$ cat src/rtl/seg_msg_arbiter_if.sv
// Display-message bus between the requesters and seg_msg_arbiter.
// The master side drives the requests; the arbiter (slave) drives the display word and owner.
interface seg_msg_arbiter_if;
   logic [15:0] status_msg;
   logic        note_req;
   logic [15:0] note_msg;
   logic        note_ack;
   logic        alert_req;
   logic [15:0] alert_msg;
   logic [15:0] msg;
   logic [1:0]  grant;
   logic        busy;

   modport master (
      output status_msg, note_req, note_msg, alert_req, alert_msg,
      input  note_ack, msg, grant, busy
   );

   modport slave (
      input  status_msg, note_req, note_msg, alert_req, alert_msg,
      output note_ack, msg, grant, busy
   );
endinterface

$ cat src/rtl/seg_msg_arbiter.sv
// Shares the seven-segment message word between status, held notes and preempting alerts.
// Optional SEG_ARB_ALERT_BLINK_EN: alert word alternates with status_msg on each tick.
module seg_msg_arbiter #(
   parameter logic [15:0] TICK_DIV    = 16'd50000,
   parameter logic [7:0]  HOLD_TICKS  = 8'd20,
   parameter logic [7:0]  ALERT_TICKS = 8'd40
) (
   input logic               clk,
   input logic               rst_n,
   seg_msg_arbiter_if.slave  bus
);

   localparam int unsigned MSG_W  = 16;
   localparam int unsigned TICK_W = 16;
   localparam int unsigned HOLD_W = 8;

   localparam logic [TICK_W-1:0] TICK_LAST  = TICK_W'(TICK_DIV - 16'd1);
   localparam logic [HOLD_W-1:0] HOLD_LAST  = HOLD_W'(HOLD_TICKS - 8'd1);
   localparam logic [HOLD_W-1:0] ALERT_LAST = HOLD_W'(ALERT_TICKS - 8'd1);

   // State encoding doubles as the grant code.
   typedef enum logic [1:0] {
      ST_STATUS = 2'b00,
      ST_NOTE   = 2'b01,
      ST_ALERT  = 2'b10
   } state_e;

   state_e              state_q, state_d;
   logic [TICK_W-1:0]   tick_q, tick_d;
   logic [HOLD_W-1:0]   hold_q, hold_d;
   logic [MSG_W-1:0]    note_word_q, note_word_d;
   logic [MSG_W-1:0]    alert_word_q, alert_word_d;
   logic                resume_q, resume_d;
   logic [MSG_W-1:0]    msg_q, msg_d;
   logic [1:0]          grant_q, grant_d;
   logic                busy_q, busy_d;
   logic                note_ack_q, note_ack_d;

   logic                tick_fire;
   logic                note_exp;
   logic                alert_exp;
   logic                restart;

   assign tick_fire = (tick_q == TICK_LAST);
   assign note_exp  = tick_fire && (hold_q == HOLD_LAST);
   assign alert_exp = tick_fire && (hold_q == ALERT_LAST);

   always_ff @(posedge clk or negedge rst_n) begin
      if (!rst_n) begin
         state_q      <= ST_STATUS;
         tick_q       <= '0;
         hold_q       <= '0;
         note_word_q  <= '0;
         alert_word_q <= '0;
         resume_q     <= 1'b0;
         msg_q        <= '0;
         grant_q      <= 2'b00;
         busy_q       <= 1'b0;
         note_ack_q   <= 1'b0;
      end else begin
         state_q      <= state_d;
         tick_q       <= tick_d;
         hold_q       <= hold_d;
         note_word_q  <= note_word_d;
         alert_word_q <= alert_word_d;
         resume_q     <= resume_d;
         msg_q        <= msg_d;
         grant_q      <= grant_d;
         busy_q       <= busy_d;
         note_ack_q   <= note_ack_d;
      end
   end

   // Next-state, counters and the registered outputs for the cycle after the decision.
   always_comb begin
      state_d      = state_q;
      tick_d       = tick_q + TICK_W'(1);
      hold_d       = hold_q;
      note_word_d  = note_word_q;
      alert_word_d = alert_word_q;
      resume_d     = resume_q;
      note_ack_d   = 1'b0;
      restart      = 1'b0;
      msg_d        = bus.status_msg;
      grant_d      = 2'b00;
      busy_d       = 1'b0;

      if (tick_fire) begin
         tick_d = '0;
         hold_d = hold_q + HOLD_W'(1);
      end

      case (state_q)
         ST_STATUS: begin
            restart = 1'b1;
            if (bus.alert_req) begin
               state_d      = ST_ALERT;
               alert_word_d = bus.alert_msg;
            end else if (bus.note_req) begin
               state_d     = ST_NOTE;
               note_word_d = bus.note_msg;
               note_ack_d  = 1'b1;
            end
         end
         ST_NOTE: begin
            if (bus.alert_req) begin
               // Note word stays in note_word_q; resume restarts with a full hold.
               state_d      = ST_ALERT;
               alert_word_d = bus.alert_msg;
               resume_d     = 1'b1;
               restart      = 1'b1;
            end else if (note_exp) begin
               restart = 1'b1;
               if (bus.note_req) begin
                  note_word_d = bus.note_msg;
                  note_ack_d  = 1'b1;
               end else begin
                  state_d = ST_STATUS;
               end
            end
         end
         ST_ALERT: begin
            if (bus.alert_req) begin
               alert_word_d = bus.alert_msg;
               restart      = 1'b1;
            end else if (alert_exp) begin
               restart = 1'b1;
               if (resume_q) begin
                  state_d  = ST_NOTE;
                  resume_d = 1'b0;
               end else if (bus.note_req) begin
                  state_d     = ST_NOTE;
                  note_word_d = bus.note_msg;
                  note_ack_d  = 1'b1;
               end else begin
                  state_d = ST_STATUS;
               end
            end
         end
         default: begin
            state_d = ST_STATUS;
            restart = 1'b1;
         end
      endcase

      if (restart) begin
         tick_d = '0;
         hold_d = '0;
      end

      grant_d = 2'(state_d);
      busy_d  = (state_d != ST_STATUS);

      case (state_d)
         ST_NOTE:  msg_d = note_word_d;
`ifdef SEG_ARB_ALERT_BLINK_EN
         ST_ALERT: msg_d = hold_d[0] ? bus.status_msg : alert_word_d;
`else
         ST_ALERT: msg_d = alert_word_d;
`endif
         default:  msg_d = bus.status_msg;
      endcase
   end

   assign bus.msg      = msg_q;
   assign bus.grant    = grant_q;
   assign bus.busy     = busy_q;
   assign bus.note_ack = note_ack_q;

endmodule

$ cat src/flat_wrapper.sv
// flat-port wrapper written by rule: the top's interface ports become plain ports
module seg_msg_arbiter_flat 
#(
   parameter logic [15:0] TICK_DIV    = 16'd50000,
   parameter logic [7:0]  HOLD_TICKS  = 8'd20,
   parameter logic [7:0]  ALERT_TICKS = 8'd40
)
  (clk, rst_n, bus_status_msg, bus_note_req, bus_note_msg, bus_alert_req, bus_alert_msg, bus_note_ack, bus_msg, bus_grant, bus_busy);
  seg_msg_arbiter_if bus_i ();
  input logic clk;
  input logic rst_n;
  input wire logic [$bits(bus_i.status_msg)-1:0] bus_status_msg;
  input wire logic [$bits(bus_i.note_req)-1:0] bus_note_req;
  input wire logic [$bits(bus_i.note_msg)-1:0] bus_note_msg;
  input wire logic [$bits(bus_i.alert_req)-1:0] bus_alert_req;
  input wire logic [$bits(bus_i.alert_msg)-1:0] bus_alert_msg;
  output wire logic [$bits(bus_i.note_ack)-1:0] bus_note_ack;
  output wire logic [$bits(bus_i.msg)-1:0] bus_msg;
  output wire logic [$bits(bus_i.grant)-1:0] bus_grant;
  output wire logic [$bits(bus_i.busy)-1:0] bus_busy;
  assign bus_i.status_msg = bus_status_msg;
  assign bus_i.note_req = bus_note_req;
  assign bus_i.note_msg = bus_note_msg;
  assign bus_i.alert_req = bus_alert_req;
  assign bus_i.alert_msg = bus_alert_msg;
  assign bus_note_ack = bus_i.note_ack;
  assign bus_msg = bus_i.msg;
  assign bus_grant = bus_i.grant;
  assign bus_busy = bus_i.busy;
  seg_msg_arbiter #(.TICK_DIV(TICK_DIV), .HOLD_TICKS(HOLD_TICKS), .ALERT_TICKS(ALERT_TICKS)) u_core (.clk(clk), .rst_n(rst_n), .bus(bus_i));
endmodule
$ cat config.mk
export PLATFORM = sky130hd
export DESIGN_NAME = seg_msg_arbiter_flat
export DESIGN_NICKNAME = d
export VERILOG_FILES = /design/src/rtl/seg_msg_arbiter_if.sv /design/src/rtl/seg_msg_arbiter.sv /design/src/flat_wrapper.sv
export SDC_FILE = /design/constraint.sdc
export NUM_CORES = 1
export LEC_CHECK = 0
export CORE_ASPECT_RATIO = 1.25
export CORE_MARGIN = 4
export CORE_UTILIZATION = 53
export CTS_CLUSTER_DIAMETER = 200
export DETAILED_ROUTE_END_ITERATION = 8
export GPL_TIMING_DRIVEN = 0
export PLACE_DENSITY = 0.8
export SYNTH_ARGS = -nofsm -noshare
export SYNTH_HDL_FRONTEND = slang
export SYNTH_SLANG_ARGS = --single-unit
$ cat constraint.sdc
create_clock -name clk -period 4.9 [get_ports clk]
set_clock_uncertainty 0.1 [all_clocks]
set_input_delay 0.98 -clock clk [delete_from_list [all_inputs] [get_ports clk]]
set_output_delay 0.98 -clock clk [all_outputs]
set_load 0.05 [all_outputs]
==> impl_summary.md <==
Worst setup path
Walking the worst path, the cells encountered are ha_1 > or4b_2 > nand2b_1 > or3_1 > mux2i_1 > a32oi_1 > ha_1 > clkbuf_1 > clkbuf_1 > o22ai_1 > a21oi_1. The number of buffers and inverters on the critical path is 2. For the worst setup path, the data required time is 5080 ps. The most critical setup path has its startpoint at u_core.hold_q[0]$_DFFE_PN0P_. On the critical path, the stage with the largest delay is an instance of or4b_2.

Counting cells, the worst reg-to-reg path comes to 11. The kind of end point of the critical path is a flip-flop. The startpoint class of the critical path is a flip-flop. In this run the number of cells on the critical path is 11.

The slack of the worst reg-to-reg path is 590 ps. The reg-to-reg critical path startpoint is u_core.hold_q[0]$_DFFE_PN0P_. For this run, the slowest stage of the critical path takes 700 ps.

Data arrives at the worst endpoint at 4490 ps. The kind of critical path is flip-flop to flip-flop. Along the worst path, the maximum fanout reaches 10. The cell class contributing the biggest share of worst-path delay is simple AND/OR/NAND/NOR gates.

Final layout
The proportion of layout cells with a drive suffix above 1 is 9.761%. The net count of the finished layout is 558. The repair_antennas step left the layout with diodes totalling 0. The relative area change from synthesis to final layout is 25.71%. Leaving out fill and tap cells, the most frequent cell in the layout is dfrtp_1. The final cell utilization of the core is 68.79%. Summing all multi-input logic gate instances after layout gives 1988 um^2. The library cells used most frequently in the layout, excluding fill and tap cells, are dfrtp_1 (77), clkdlybuf4s50_1 (69), nor2_1 (38), nand2_1 (30), o21ai_0 (24). The layout has 574 filler cells. The final standard cell count with taps included and fillers excluded is 594. The register area is 1927 um^2.

Global route
The overall overflow remaining after global route is 0. The overall track demand over capacity in global routing is 22.19%. The number of global-route vias before repair is 3460. Entering global routing, the biggest net connects 59 pins. The first global-routing pass estimated 16210 um of wire. The number of antenna violations at the first check in global routing came to 0.

Placed design
The number of input and output port buffers inserted is 70. Routability-driven placement finished with a final weighted congestion of 0.8800. Including well taps, the total number of placed cells is 578. The placed wire-length estimate is 7309 um.

Route
In this run the top signal layer used is met4. The routed wirelength normalized by instance count is 16.60 um. The vias after detailed routing is 3446.

Detailed routing placed a total of 578 um of wire on met3. The met1 wire length is 4056 um. For this block, the routed nets add up to 9862 um of wire.

After the first detailed-routing iteration, the DRC count stood at 191. In this run the remaining antenna-violating nets after routing total 0. After detailed routing, the number of remaining DRC violations is 0. Wire segments on met2 add up to 5057 um in the final route. The mean number of vias per cell is 5.801.

The length of the first detailed-routing pass in iterations is 6.

Timing
For the pin with the worst max-slew slack, the measured transition is 1065 ps. The worst slack on hold paths is 375.4 ps. Setup violations remaining at the end of the flow were counted as 0. The final critical path time including I/O delays and setup is 4308 ps. The final setup TNS is 0 ps. The number of pins exceeding their max-slew limit in the final report is 0. Derived from the worst setup path, the maximum achievable clock frequency is 0.2321 GHz. Setup repair after global routing left no endpoint under its margin. The total count of hold-check failures in the final report is 0. The worst path uses 87.92% of the clock period. The relative slew slack is 28.85%.

Power and ir drop
The share of total power dissipated in the clock network is 15.4%. In this run the static leakage power is 2.157 nW. In this run switching power makes up 45.10% of total power. Power spread over the standard cell area amounts to 635.2 nW/um^2. In this run, flip-flops and latches consume 27.7% of the power. The analysis attributes to net switching a power of 1.467 mW.

Across the VDD grid, the largest voltage drop is 0.4520 mV. Of the total power, combinational logic draws 56.9%. Power comes to 3.253 mW. Internal power comes to 1.786 mW.

Worst hold path
The type of the worst min-delay path is flip-flop to flip-flop. In this run the most critical hold path is launched from u_core.tick_q[0]$_DFF_PN0_. Along the worst hold path, the cell count comes to 1.

Logic synthesis
The gate count of the mapped netlist is 415. The number of distinct library cells after synthesis is 55. The post-synth net total is 476. The synthesized netlist occupies a cell area of 4074 um^2. Yosys printed 0 warnings.

In the synthesized netlist the async set-or-reset flop fraction comes to 100.0%. The register bit total from synthesis is 77. The synthesized design contains 0 enable-type register cells. The mean instance size in the synthesized netlist is 9.817 um^2.

The sequential cell area fraction in the yosys report is 47.30%. For this run, the leading register cell type out of synthesis is dfrtp_1.

Clock network
The number of buffers between clock root and the deepest sink is 2. The master cell of the clock root buffer is clkbuf_8. Counting the buffers created by CTS gives 9. The clock tree from TritonCTS is done. The hold buffer count at cts is 0. The tree built by TritonCTS fans out to 77 sinks. The number of gates given a new drive strength after cts is 0.

The number of buffers added for setup after CTS is 0. The deepest level of the CTS H-tree is 3. After clock tree synthesis, the clock-pin slew on the worst setup and hold paths is 80 ps. The clock latency at the later pin of the worst-skew pair is 360 ps.

Floorplan
The core region is 7445 um^2. The boundary pin count is 72. The starting density of the core is 54.72%. The y dimension of the die is 106.0 um. The number of core rows is 35. The die covers 9162 um^2. From left edge to right edge, the die measures 86.42 um.

Status
The flow ran to the end, and the final reports show no timing, DRC or antenna violations.

Flow run
The number of max-cap violations is 0.
-- per-layer routing --
metal	up-vias	track usage (%)
met4	0	8.686
met1	1641	28.33
li1	1653	-
met5	-	0
met2	135	36.93
met3	17	4.186
-- final timing paths --
path,endpoint
worst max-delay path,u_core.bus.msg[12]$_DFF_PN0_
worst min-delay path,u_core.tick_q[0]$_DFF_PN0_
worst max register to register,u_core.bus.msg[12]$_DFF_PN0_
worst min register to register,u_core.tick_q[0]$_DFF_PN0_
max in group asynchronous,u_core.bus.msg[11]$_DFF_PN0_
min in group asynchronous,u_core.tick_q[5]$_DFF_PN0_
-- cell families (layout without fill, tap and decap cells) --
group,after synthesis,count (layout),synth area share (%)
compound gates,111,111,18.12
xor+xnor,21,21,4.515
fa+ha+maj,9,9,2.764
buf+inv,39,126,3.900
flops,77,77,47.30
mux,17,17,4.423
simple gates,141,141,18.98
-- Yosys cell counts (2+ instances only) --
master / n / area share (%)
xnor2_1: 9 / 1.9
o21ai_0: 24 / 2.9
nor2b_1: 13 / 2.0
dfrtp_1: 77 / 47
a31oi_1: 11 / 1.7
nand4_1: 7 / 1.1
ha_1: 9 / 2.8
or4b_1: 3 / 0.74
a211oi_1: 7 / 1.3
nor4b_4: 2 / 1.2
xor2_1: 12 / 2.6
a22oi_1: 8 / 1.5
or2_2: 2 / 0.31
inv_1: 21 / 1.9
o41ai_1: 3 / 0.65
a32oi_1: 2 / 0.43
and3_1: 6 / 0.92
o22ai_1: 16 / 2.5
a21bo_2: 7 / 1.7
a21o_1: 2 / 0.37
nor2_1: 38 / 3.5
nand2_1: 30 / 2.8
nand3_1: 16 / 2.0
or3_1: 3 / 0.46
or4b_2: 3 / 0.74
nor3_1: 3 / 0.37
nand2b_1: 3 / 0.46
mux2_2: 8 / 2.2
clkbuf_1: 14 / 1.3
a21oi_1: 23 / 2.8
mux2i_1: 9 / 2.2
-- cell type report --
class                      count  area share [%]
multi-input combinational    299           38.82
sequential                    77           37.63
timing repair buffer          71           14.17
clock buffer                   9           2.419
tap                           92           2.248
clock inverter                 7           1.613
buffer                        18           1.564
inverter                      21           1.539
-- sequential cells by signal, indices dropped and copies added, names as in the netlist --
register	cells
u_core.note_word_q	16
u_core.state_q	2
u_core.bus.busy	1
u_core.tick_q	16
u_core.resume_q	1
u_core.bus.msg	16
u_core.bus.note_ack	1
u_core.alert_word_q	16
u_core.hold_q	8
-- metrics by stage --
step	setup WS [ps]	area, um^2
3_5_place_dp	581.0	4915
6_report	592.0	5121
3_3_place_gp	130.1	4890
5_1_grt	277.9	5121
4_1_cts	619.0	5121
2_1_floorplan	1371	4074
-- power groups by stage --
| stage | clock, mW | combinational, mW | sequential, mW |
|---|---|---|---|
| 6_report | 0.501 | 1.85 | 0.902 |
| 5_1_grt | 0.534 | 2.02 | 0.920 |
| 4_1_cts | 0.509 | 1.84 | 0.901 |
| 3_5_place_dp | 0 | 1.82 | 0.915 |
| 3_3_place_gp | 0 | 1.77 | 0.904 |
| 2_1_floorplan | 0 | 1.05 | 1.18 |
Power figures use the tool's default switching activity.
